### src/rtl/bcd_display_mux.sv
// Two-digit multiplexed 7-segment driver with per-frame snapshot and inter-digit blanking.
// Define BCD_DISP_LZB_EN to blank a leading zero in the tens slot.
module bcd_display_mux #(
  parameter int unsigned REFRESH_DIV    = 1000,
  parameter int unsigned GAP_CYC        = 16,
  parameter bit          SEG_ACTIVE_LOW = 1'b1,
  parameter bit          DIG_ACTIVE_LOW = 1'b1
) (
  input  logic       clk,
  input  logic       _rst,
  input  logic [7:0] bcd_in,
  output logic [6:0] seg,
  output logic [1:0] dig,
  output logic       frame_start,
  output logic       err
);

  localparam int unsigned MaxDur = (REFRESH_DIV > GAP_CYC) ? REFRESH_DIV : GAP_CYC;
  localparam int unsigned CntW   = $clog2(MaxDur + 1);

  localparam logic [CntW-1:0] RefLoad = CntW'(REFRESH_DIV - 1);
  localparam logic [CntW-1:0] GapLoad = CntW'(GAP_CYC - 1);

  // Polarity masks; XOR with the logical (1 = lit) pattern gives the pin level.
  localparam logic [6:0] SegInv = SEG_ACTIVE_LOW ? 7'h7F : 7'h00;
  localparam logic [1:0] DigInv = DIG_ACTIVE_LOW ? 2'b11 : 2'b00;

  typedef enum logic [1:0] {
    StUnits,
    StGapU,
    StTens,
    StGapT
  } state_e;

  state_e          state_q;
  state_e          next_state;
  logic [CntW-1:0] cnt_q;
  logic [7:0]      snap_q;
  logic [6:0]      seg_q;
  logic [1:0]      dig_q;
  logic            frame_start_q;
  logic            err_q;

  function automatic logic [6:0] seg_decode(input logic [3:0] nib);
    logic [6:0] pat;
    pat = 7'h40;
    unique case (nib)
      4'd0:    pat = 7'h3F;
      4'd1:    pat = 7'h06;
      4'd2:    pat = 7'h5B;
      4'd3:    pat = 7'h4F;
      4'd4:    pat = 7'h66;
      4'd5:    pat = 7'h6D;
      4'd6:    pat = 7'h7D;
      4'd7:    pat = 7'h07;
      4'd8:    pat = 7'h7F;
      4'd9:    pat = 7'h6F;
      default: pat = 7'h40;
    endcase
    return pat;
  endfunction

  always_comb begin
    next_state = StUnits;
    unique case (state_q)
      StUnits: next_state = StGapU;
      StGapU:  next_state = StTens;
      StTens:  next_state = StGapT;
      StGapT:  next_state = StUnits;
      default: next_state = StUnits;
    endcase
  end

  always_ff @(posedge clk or negedge _rst) begin
    if (!_rst) begin
      state_q       <= StGapT;
      cnt_q         <= GapLoad;
      snap_q        <= 8'h00;
      seg_q         <= SegInv;
      dig_q         <= DigInv;
      frame_start_q <= 1'b0;
      err_q         <= 1'b0;
    end else if (cnt_q == '0) begin
      state_q <= next_state;
      unique case (next_state)
        StUnits: begin
          // Snapshot taken here; decode straight from bcd_in since snap_q updates on this edge.
          cnt_q         <= RefLoad;
          snap_q        <= bcd_in;
          err_q         <= (bcd_in[7:4] > 4'd9) | (bcd_in[3:0] > 4'd9);
          frame_start_q <= 1'b1;
          seg_q         <= seg_decode(bcd_in[3:0]) ^ SegInv;
          dig_q         <= 2'b01 ^ DigInv;
        end
        StTens: begin
          cnt_q         <= RefLoad;
          frame_start_q <= 1'b0;
`ifdef BCD_DISP_LZB_EN
          if (snap_q[7:4] == 4'd0) begin
            seg_q <= SegInv;
            dig_q <= DigInv;
          end else begin
            seg_q <= seg_decode(snap_q[7:4]) ^ SegInv;
            dig_q <= 2'b10 ^ DigInv;
          end
`else
          seg_q <= seg_decode(snap_q[7:4]) ^ SegInv;
          dig_q <= 2'b10 ^ DigInv;
`endif
        end
        default: begin
          cnt_q         <= GapLoad;
          frame_start_q <= 1'b0;
          seg_q         <= SegInv;
          dig_q         <= DigInv;
        end
      endcase
    end else begin
      cnt_q         <= cnt_q - 1'b1;
      frame_start_q <= 1'b0;
    end
  end

  assign seg         = seg_q;
  assign dig         = dig_q;
  assign frame_start = frame_start_q;
  assign err         = err_q;

endmodule

### config.mk
export PLATFORM = sky130hd
export DESIGN_NAME = bcd_display_mux
export DESIGN_NICKNAME = d
export VERILOG_FILES = /design/src/rtl/bcd_display_mux.sv
export SDC_FILE = /design/constraint.sdc
export NUM_CORES = 1
export LEC_CHECK = 0
export ABC_AREA = 1
export BUFFER_PORTS_ARGS = -buffer_cell sky130_fd_sc_hd__buf_2
export CORE_ASPECT_RATIO = 0.75
export CORE_UTILIZATION = 55
export DETAILED_ROUTE_END_ITERATION = 12
export GPL_TIMING_DRIVEN = 0
export PLACE_DENSITY = 0.75
export SLEW_MARGIN = 10
export SYNTH_ARGS = -nofsm -noshare
export SYNTH_HDL_FRONTEND = slang
export SYNTH_SLANG_ARGS = --single-unit
### constraint.sdc
create_clock -name clk -period 1.9 [get_ports clk]
set_input_delay 0 -clock clk [delete_from_list [all_inputs] [get_ports clk]]
set_output_delay 0 -clock clk [all_outputs]
set_load 0.05 [all_outputs]
After elaboration in Yosys (flattened, before gate mapping):

Memories as Yosys holds them, arrays and structs flattened.
Index checks and enable logic that the tools add are counted.

* memories kept: 2
* bits in registers: 31
* output and inout port bits: 11
* word-level logic and storage cells: 35
* ROM bits: 224

* muxes and demuxes: 11
* order comparisons: 2
* eq/ne operators: 4
* bitwise gates (word level): 3
* add/subtract/negate cells: 1
* reductions and logical operators: 5

Memory list
* (name not given): words 16, bits a word 7, read ports 1, clocked after memory_dff 0, write ports 0, RTL line 47 `unique case (nib)`
* (name not given): words 16, bits a word 7, read ports 1, clocked after memory_dff 0, write ports 0, RTL line 47

Operator list (number)
* 7-bit two-way mux: 4
* 10-bit two-way mux: 2
* 7-bit NOT: 2
* 7-bit one-hot mux with 2 select lines: 1
* 10-bit logical NOT: 1
* 10-bit by 1-bit subtractor with 10-bit output (second input constant): 1
* 4-bit > comparator (second input constant): 2
* 2-bit one-hot mux with 4 select lines: 1
* 2-bit equality test (second input constant): 3
* 2-bit logical NOT: 2
* 2-bit one-hot mux with 2 select lines: 1
* 2-bit by 1-bit equality test with 1-bit output (second input constant): 1
* 1-bit two-way mux: 2
* 2-bit AND reduction: 1
* 2-bit OR reduction: 1
* 1-bit bitwise OR: 1

Longest topological paths before layout:

Gate-level depths: netlist of run 1.

* depth in word-level cells: 7
* mapped depth: 10
* gate-level depth less buffers: 10

Least setup slack after synthesis of run 1:

Ideal clock, no wire load.

* kind: flip-flop to flip-flop
* start point: reg state_q[0]
* end point: reg seg_q[0], in the netlist seg[0]
* clock period less this slack: 1.399 ns
* setup time: 0.067 ns
* stages on the path, launching flop included: 8
* slack: 0.501 ns
* data required time: 1.833 ns
* buffers on the path: 0
* data arrival time: 1.332 ns
* path through: dfstp_2 ha_1 inv_2 a21oi_1 nand2_1 nand2_1 nor2_1 nor2_1

* word-level cells in the longest chain between the ends: 4
* elaborated cells between the ends (all ways): 8
* classes of those cells: eq/ne (4); mux (2); reduce/logical (2)

RTL lines
* start: declaration: RTL line 35 `state_e state_q;`
* start signal: assignment: RTL line 76 `state_q <= StGapT;`
* start signal: assignment: RTL line 84 `state_q <= next_state;`
* 2-bit equality test, or another cell as far along: RTL line 65 `unique case (state_q)`
* 2-bit one-hot mux with 4 select lines (*): RTL line 65
* 2-bit equality test or 2-bit logical NOT (tied branches): RTL line 85 `unique case (next_state)`
* 7-bit one-hot mux with 2 select lines (*): RTL line 85
* end signal: assignment: RTL line 79 `seg_q <= SegInv;`
* end signal: assignment: RTL line 92 `seg_q <= seg_decode(bcd_in[3:0]) ^ SegInv;`
* end signal: assignment: RTL line 107 `seg_q <= seg_decode(snap_q[7:4]) ^ SegInv;`
* end: declaration: RTL line 39 `logic [6:0] seg_q;`

Mark *: on every way between the ends. The rest lies on a longest branch, timed or not.
A chain may end at the register's enable or synchronous reset.

Worst setup path after layout of run 1:

* start point: reg state_q[0]
* end point: reg seg_q[1], in the netlist seg[1]

The elaborated chain is that of the path after synthesis.

==> results of run 1 <==
-- state kept, by name (all words and copies together), names as in the netlist --
| register | flops |
|---|---|
| seg | 7 |
| snap_q | 4 |
| err | 1 |
| dig | 2 |
| state_q | 2 |
| cnt_q | 10 |
| frame_start | 1 |
-- worst max path at each step --
stage | start | endpoint | cells after the start
after detailed placement | state_q[0] | seg[3] | 7
after floorplan | state_q[0] | seg[0] | 7
after global placement | state_q[0] | seg[3] | 7
final | state_q[0] | seg[1] | 7
after global routing | state_q[0] | seg[2] | 7
after CTS | state_q[0] | seg[3] | 7
-- through the flow --
stage	utilization	power [uW]	hold WS [ps]	std cells	setup WS, ps
2_1_floorplan	-	609	-296	245	501
3_3_place_gp	0.644	638	32.6	303	327
3_5_place_dp	0.644	639	32.0	303	284
4_1_cts	0.676	968	102	312	259
5_1_grt	0.676	995	158	312	67.7
6_report	0.676	953	127	312	243
-- cells by family (layout without fill, tap and decap cells) --
| logic type | Yosys count | after routing |
|---|---|---|
| compound gates | 15 | 15 |
| simple gates | 146 | 146 |
| fa+ha+maj | 21 | 21 |
| xor+xnor | 1 | 1 |
| flops | 27 | 27 |
| buf+inv | 35 | 64 |
-- routing by layer --
layer | vias to the layer above | GRT usage
met5 | - | 0
met4 | 0 | 0.0521
met3 | 2 | 0.0461
met2 | 23 | 0.348
met1 | 643 | 0.359
li1 | 804 | -
-- power by group --
part / internal, uW / leakage [uW] / switching, uW / total, uW
Clock: 150 / 0.0000228 / 165 / 315
Sequential: 576 / 0.000277 / 0 / 576
Combinational: 23.2 / 0.000796 / 38.0 / 61.2
Total: 749 / 0.00110 / 203 / 953
-- cells in the final DEF, fill, tap and decap left out --
cell           instances
nand3_1                9
clkbuf_8               3
o21ai_1                7
nor2_4                 3
inv_2                  4
dfrtp_1               12
buf_6                  1
buf_4                  1
o21a_1                 1
a21oi_1                4
ha_1                  21
nor2_1                34
nor2_2                 2
nand2_1               90
o21ai_0                3
nand4_1                4
dlygate4sd3_1          5
inv_1                 28
buf_2                 21
clkbuf_1               1
nand2_2                3
dfstp_2               15
xor2_1                 1
nand3_2                1
-- worst max-delay path, stage by stage, from the launching register on --
cell,delay (ps)
dfstp_2,600
ha_1,320
inv_2,80
a21oi_1,310
nand2_1,100
nand2_1,80
nor2_1,40
nor2_1,80
-- cell type report --
type                            instances  area share
Inverter                               32      0.0589
Buffer                                  3      0.0116
Tap cell                               38      0.0233
Timing Repair Buffer                   25      0.0736
Multi-Input combinational cell        183       0.470
Clock buffer                            4      0.0221
Sequential cell                        27       0.340
-- what timing repair did --
action	in CTS	in global routing
hold buffers	5	0
endpoints found under the hold margin	16	0
setup endpoints to repair	0	0
==> summary.md, run 1 <==
| Metric | Value |
|---|---|
| Status | completed |
| Vias in the first global route | 1,404 |
| Final instance area | 0.00204 sq mm |
| Final hold vios | 0 |
| PortBufs | 20 |
| Num CTS Buffers | 3 |
| Fillers | 253 |
| Vias per cell | 4.72 |
| Final wirelength | 3490 microns |
| # clock sinks | 27 |
| Area Overhead vs Synth | 13.5% |
| CP max FO | 6 |
| R2R cell count | 7 |
| Final net count | 306 |
| Top-area cell type share of the netlist area | 0.219 |
| Crit share post-route | 0.872 |
| Reg2reg setup slack | 240 ps |
| HP Class | in -> reg |
| Largest net degree at the start of global routing | 28 |
| # Max-Cap Violations | 0 |
| Yosys reg bits | 27 |
| Yosys top cell by area | dfstp_2 |
| Reg2reg start | state_q[0] |
| Die Ht | 51.5 microns |
| CTS Buffer Depth | 2 |
| Critical path type | reg -> reg |
| Async SR Flop Fraction | 1.00 |
| Top_reg_cell synth | dfstp_2 |
| Reg2reg end | seg[1] |
| WL met1 | 2000 microns |
| Post-synth EDFFs | 0 |
| Critical Path RT | 2110 ps |
| Main combinational cell family by area after synthesis | simple AND/OR/NAND/NOR gates |
| Post-Syn Nets | 276 |
| Fraction of layout cells with a size suffix above 1 | 0.197 |
| Global Route Usage Sum | 0.238 |
| Drt initial violations | 50 |
| Clock Pin Slew Worst Setup and Hold Paths | 90 ps |
| Cell row count | 17 |
| Pleak | 0.00110 uW |
| IO Count | 21 |
| Unique masters post-synth | 21 |
| Worst Tran Pin Value | 578 ps |
| Pre-Repair DR Iteration Count | 4 |
| Hold path startpoint | bcd_in[3] |
| Setup Skew | 6.64 ps |
| CORE AREA | 0.00302 sq mm |
| DIE AREA | 0.00350 sq mm |
| Starting Density | 0.595 |
| Syn Area/Cell | 7.34 sq um |
| Synth Area in Simple Gates | 0.340 |
| Fin. max-slew vios | 0 |
| Ant. Diodes | 0 |
| Routed wl met2 | 1360 microns |
| Hold Crit Depth | 5 |
| DRC violations left | 0 |
| Clock Tree Root | clkbuf_8 |
| Area after DPL | 0.00195 sq mm |
| Sequential fraction of the synthesis area | 0.386 |
| Metal3 WL | 94 microns |
| Compound-Gate Fraction of Synth Area | 0.0431 |
| # setup viols final | 0 |
| Area contributors post-synth | dfstp_2, nand2_1, dfrtp_1, ha_1, nor2_1 |
| Multiplexer share of the synthesized area | 0 |
| Arrival time of the worst setup path | 1860 ps |
| Post-synth top cells | nand2_1, nor2_1, inv_1 |
| Crit path time final | 1660 ps |
| Cts repair resizes | 0 |
| Total number of yosys warnings | 0 |
| Number of H-tree levels | 1 |
| Die X-Extent | 68.0 microns |
| Worst Setup Start Kind | register |
| Post-Synthesis Cell Area | 0.00180 sq mm |
| Most frequent cell after synthesis | nand2_1 |
| Critical path capture point type | register |
| Gr ovfl total | 0 |
| Fmax | 0.603 GHz |
| Routed WL per cell | 11.2 microns |
| Sequential cell area | 694 sq um |
| First-pass GRT wire length | 6110 microns |
| Top routing layer in use | met4 |
| RSZ-0062 raised after global routing | false |
| Synthesized netlist cell count | 245 |
| Setup bufs post-CTS | 0 |
| Detailed-route via count | 1,472 |
| PwrDens | 467 mW/mm^2 |
| Setup TNS Final | 0 ps |
| Hold EP | err |
| DP HPWL | 2630 microns |
| CTS tree | built |
| Multi-input gate area | 960 sq um |
| Initial antenna violation count | 0 |
| Rel. slew slack | 0.614 |
| Peak VDD IR | 0.379 mV |
| Post-synthesis xor/xnor area fraction | 0.00487 |
| Clock latency on the worst-skew pair | 270 ps |
| Post-synthesis adder-cell area fraction | 0.146 |
| Post-DRT Antenna Nets | 0 |
| Placer Congestion | 0.843 |
No activity file was read; power rests on OpenSTA's default activity.
==> run 2, diff against run 1 <==
- RECOVER_POWER: unset -> 50
==> run 2 against run 1 <==
- critical path depth is the same
- core utilization shrank 0.25 points
- clock power is essentially flat
- via count is the same
- sequential share of layout area grew 0.13 points
- first-iteration DRC count shrank 2.0%
- non-clock buffer count is the same
- fmax is essentially flat
- global-route usage is the same
- combinational power is essentially flat
- power is essentially flat
- register-to-register slack is essentially flat
==> summary.md, run 2 (synthesized netlist as in run 1, its figures left out) <==
| Metric | Value |
|---|---|
| Worst Tran Pin Value | 1390 ps (was 578 ps) |
| Detailed-route via count | 1,472 (unchanged) |
| Hold path startpoint | bcd_in[3] (unchanged) |
| DIE AREA | 0.00350 sq mm (unchanged) |
| Crit-path slowest cell | dfstp_2 (unchanged) |
| CTS Buffer Depth | 2 (unchanged) |
| Clock Pin Slew Worst Setup and Hold Paths | 90 ps (about the same) |
| # clock sinks | 27 (unchanged) |
| Global Route Usage Sum | 0.238 (unchanged) |
| Crit share post-route | 0.872 (about the same) |
| Clock latency on the worst-skew pair | 270 ps (about the same) |
| Clock Tree Root | clkbuf_8 (unchanged) |
| Top routing layer in use | met4 (unchanged) |
| Setup TNS Final | 0 ps (unchanged) |
| Critical Path RT | 2110 ps (about the same) |
| Pre-Repair DR Iteration Count | 4 (unchanged) |
| Gr ovfl total | 0 (unchanged) |
| CORE AREA | 0.00302 sq mm (unchanged) |
| Crit path cell chain | ha_1 -> inv_2 -> a21oi_1 -> nand2_1 -> nand2_1 -> nor2_1 -> nor2_1 (unchanged) |
| Final hold vios | 0 (unchanged) |
| R2R cell count | 7 (unchanged) |
| PortBufs | 20 (unchanged) |
| Fin. max-slew vios | 0 (unchanged) |
| Dpl ws | 284 ps (unchanged) |
| Largest net degree at the start of global routing | 28 (unchanged) |
| Final wirelength | 3490 microns (about the same) |
| # setup viols final | 0 (unchanged) |
| Critical path capture point type | register (unchanged) |
| Number of H-tree levels | 1 (unchanged) |
| Die X-Extent | 68.0 microns (unchanged) |
| Die Ht | 51.5 microns (unchanged) |
| Worst Setup Start Kind | register (unchanged) |
| Final WS setup | 243 ps (about the same) |
| Reg2reg setup slack | 240 ps (about the same) |
| Rel. slew slack | 0.0717 (was 0.614) |
| WL met1 | 2000 microns (unchanged) |
| Vias per cell | 4.72 (unchanged) |
| Cell row count | 17 (unchanged) |
| Final instance area | 0.00203 sq mm (was 0.00204 sq mm) |
| PwrDens | 468 mW/mm^2 (was 467 mW/mm^2) |
| Max incr delay on CP | 600 ps (about the same) |
| DP HPWL | 2630 microns (unchanged) |
| Biggest register | cnt_q (unchanged) |
| Metal3 WL | 96 microns (was 94 microns) |
| Hold Crit Depth | 5 (unchanged) |
| Post-DRT Antenna Nets | 0 (unchanged) |
| Vias in the first global route | 1,404 (unchanged) |
| Most frequent cells in the layout | nand2_1, nor2_1, inv_1 (unchanged) |
| Hold EP | err (unchanged) |
| # Max-Cap Violations | 0 (unchanged) |
| DRC violations left | 0 (unchanged) |
| Cts repair resizes | 0 (unchanged) |
| Num CTS Buffers | 3 (unchanged) |
| Arrival time of the worst setup path | 1860 ps (about the same) |
| Commonest non-fill, non-tap cell in the layout | nand2_1 (unchanged) |
| Critical path type | reg -> reg (unchanged) |
| Fraction of layout cells with a size suffix above 1 | 0.175 (was 0.197) |
| Crit path time final | 1660 ps (about the same) |
| Pleak | 0.00108 uW (was 0.00110 uW) |
| Peak VDD IR | 0.378 mV (was 0.379 mV) |
| Routed wl met2 | 1360 microns (unchanged) |
| Final net count | 306 (unchanged) |
| Setup Skew | 6.50 ps (was 6.64 ps) |
| RSZ-0062 raised after global routing | false (unchanged) |
| Fillers | 254 (was 253) |
| Area after DPL | 0.00195 sq mm (unchanged) |
| CTS tree | built (unchanged) |
| Routed WL per cell | 11.2 microns (about the same) |
| Fmax | 0.604 GHz (was 0.603 GHz) |
| Placer Congestion | 0.843 (unchanged) |
| Reg2reg start | state_q[0] (unchanged) |
| Ant. Diodes | 0 (unchanged) |
| Finished Core Util | 0.673 (was 0.676) |
| Max reg flops | 10 (unchanged) |
| Area Overhead vs Synth | 13.1% (was 13.5%) |
| Starting Density | 0.595 (unchanged) |
| First-pass GRT wire length | 6110 microns (unchanged) |
| Drt initial violations | 49 (was 50) |
| Status | completed (unchanged) |
| Setup bufs post-CTS | 0 (unchanged) |
| HP Class | in -> reg (unchanged) |
| Reg2reg end | seg[1] (unchanged) |
| Initial antenna violation count | 0 (unchanged) |
| IO Count | 21 (unchanged) |
| CP max FO | 6 (unchanged) |
[run 2: cell type report]
cell class	instances	area, sq um	area share
clock buffer	4	45.0	0.0222
multi-input combinational	183	960	0.472
buffer	3	23.8	0.0117
sequential	27	694	0.342
timing repair buffer	25	143	0.0702
tap	38	47.5	0.0234
inverter	32	120	0.0591
[run 2: worst max path at each step]
stage                          start     end
after global placement    state_q[0]  seg[3]
final                     state_q[0]  seg[1]
after global routing      state_q[0]  seg[2]
after floorplan           state_q[0]  seg[0]
after detailed placement  state_q[0]  seg[3]
after CTS                 state_q[0]  seg[3]
[run 2: per-stage QoR]
stage	total power, uW	hold WS, ps	cells
final	952	127	312
after CTS	968	102	312
after global placement	638	32.6	303
after global routing	995	158	312
after detailed placement	639	32.0	303
after floorplan	609	-296	245
[run 2: report_power, final]
part	internal, uW	switching [uW]	total, uW
Clock	150	165	315
Combinational	22.9	38.0	60.9
Sequential	576	0	576
Total	749	203	952
[run 2: what timing repair did]
action | in CTS | in global routing
hold buffers | 5 | 0
endpoints found under the hold margin | 16 | 0
endpoints found under the setup margin | 0 | 0
[run 2: critical path, delay by kind of cell (launching register included)]
family	cells	cell delay, ps
simple gates	4	300
flops	1	600
fa+ha+maj	1	320
compound gates	1	310
buf+inv	1	80
[run 2: per-layer routing]
metal,vias to the layer above,track usage
met1,643,0.359
met2,23,0.348
li1,804,-
met3,2,0.0461
met5,-,0
met4,0,0.0521
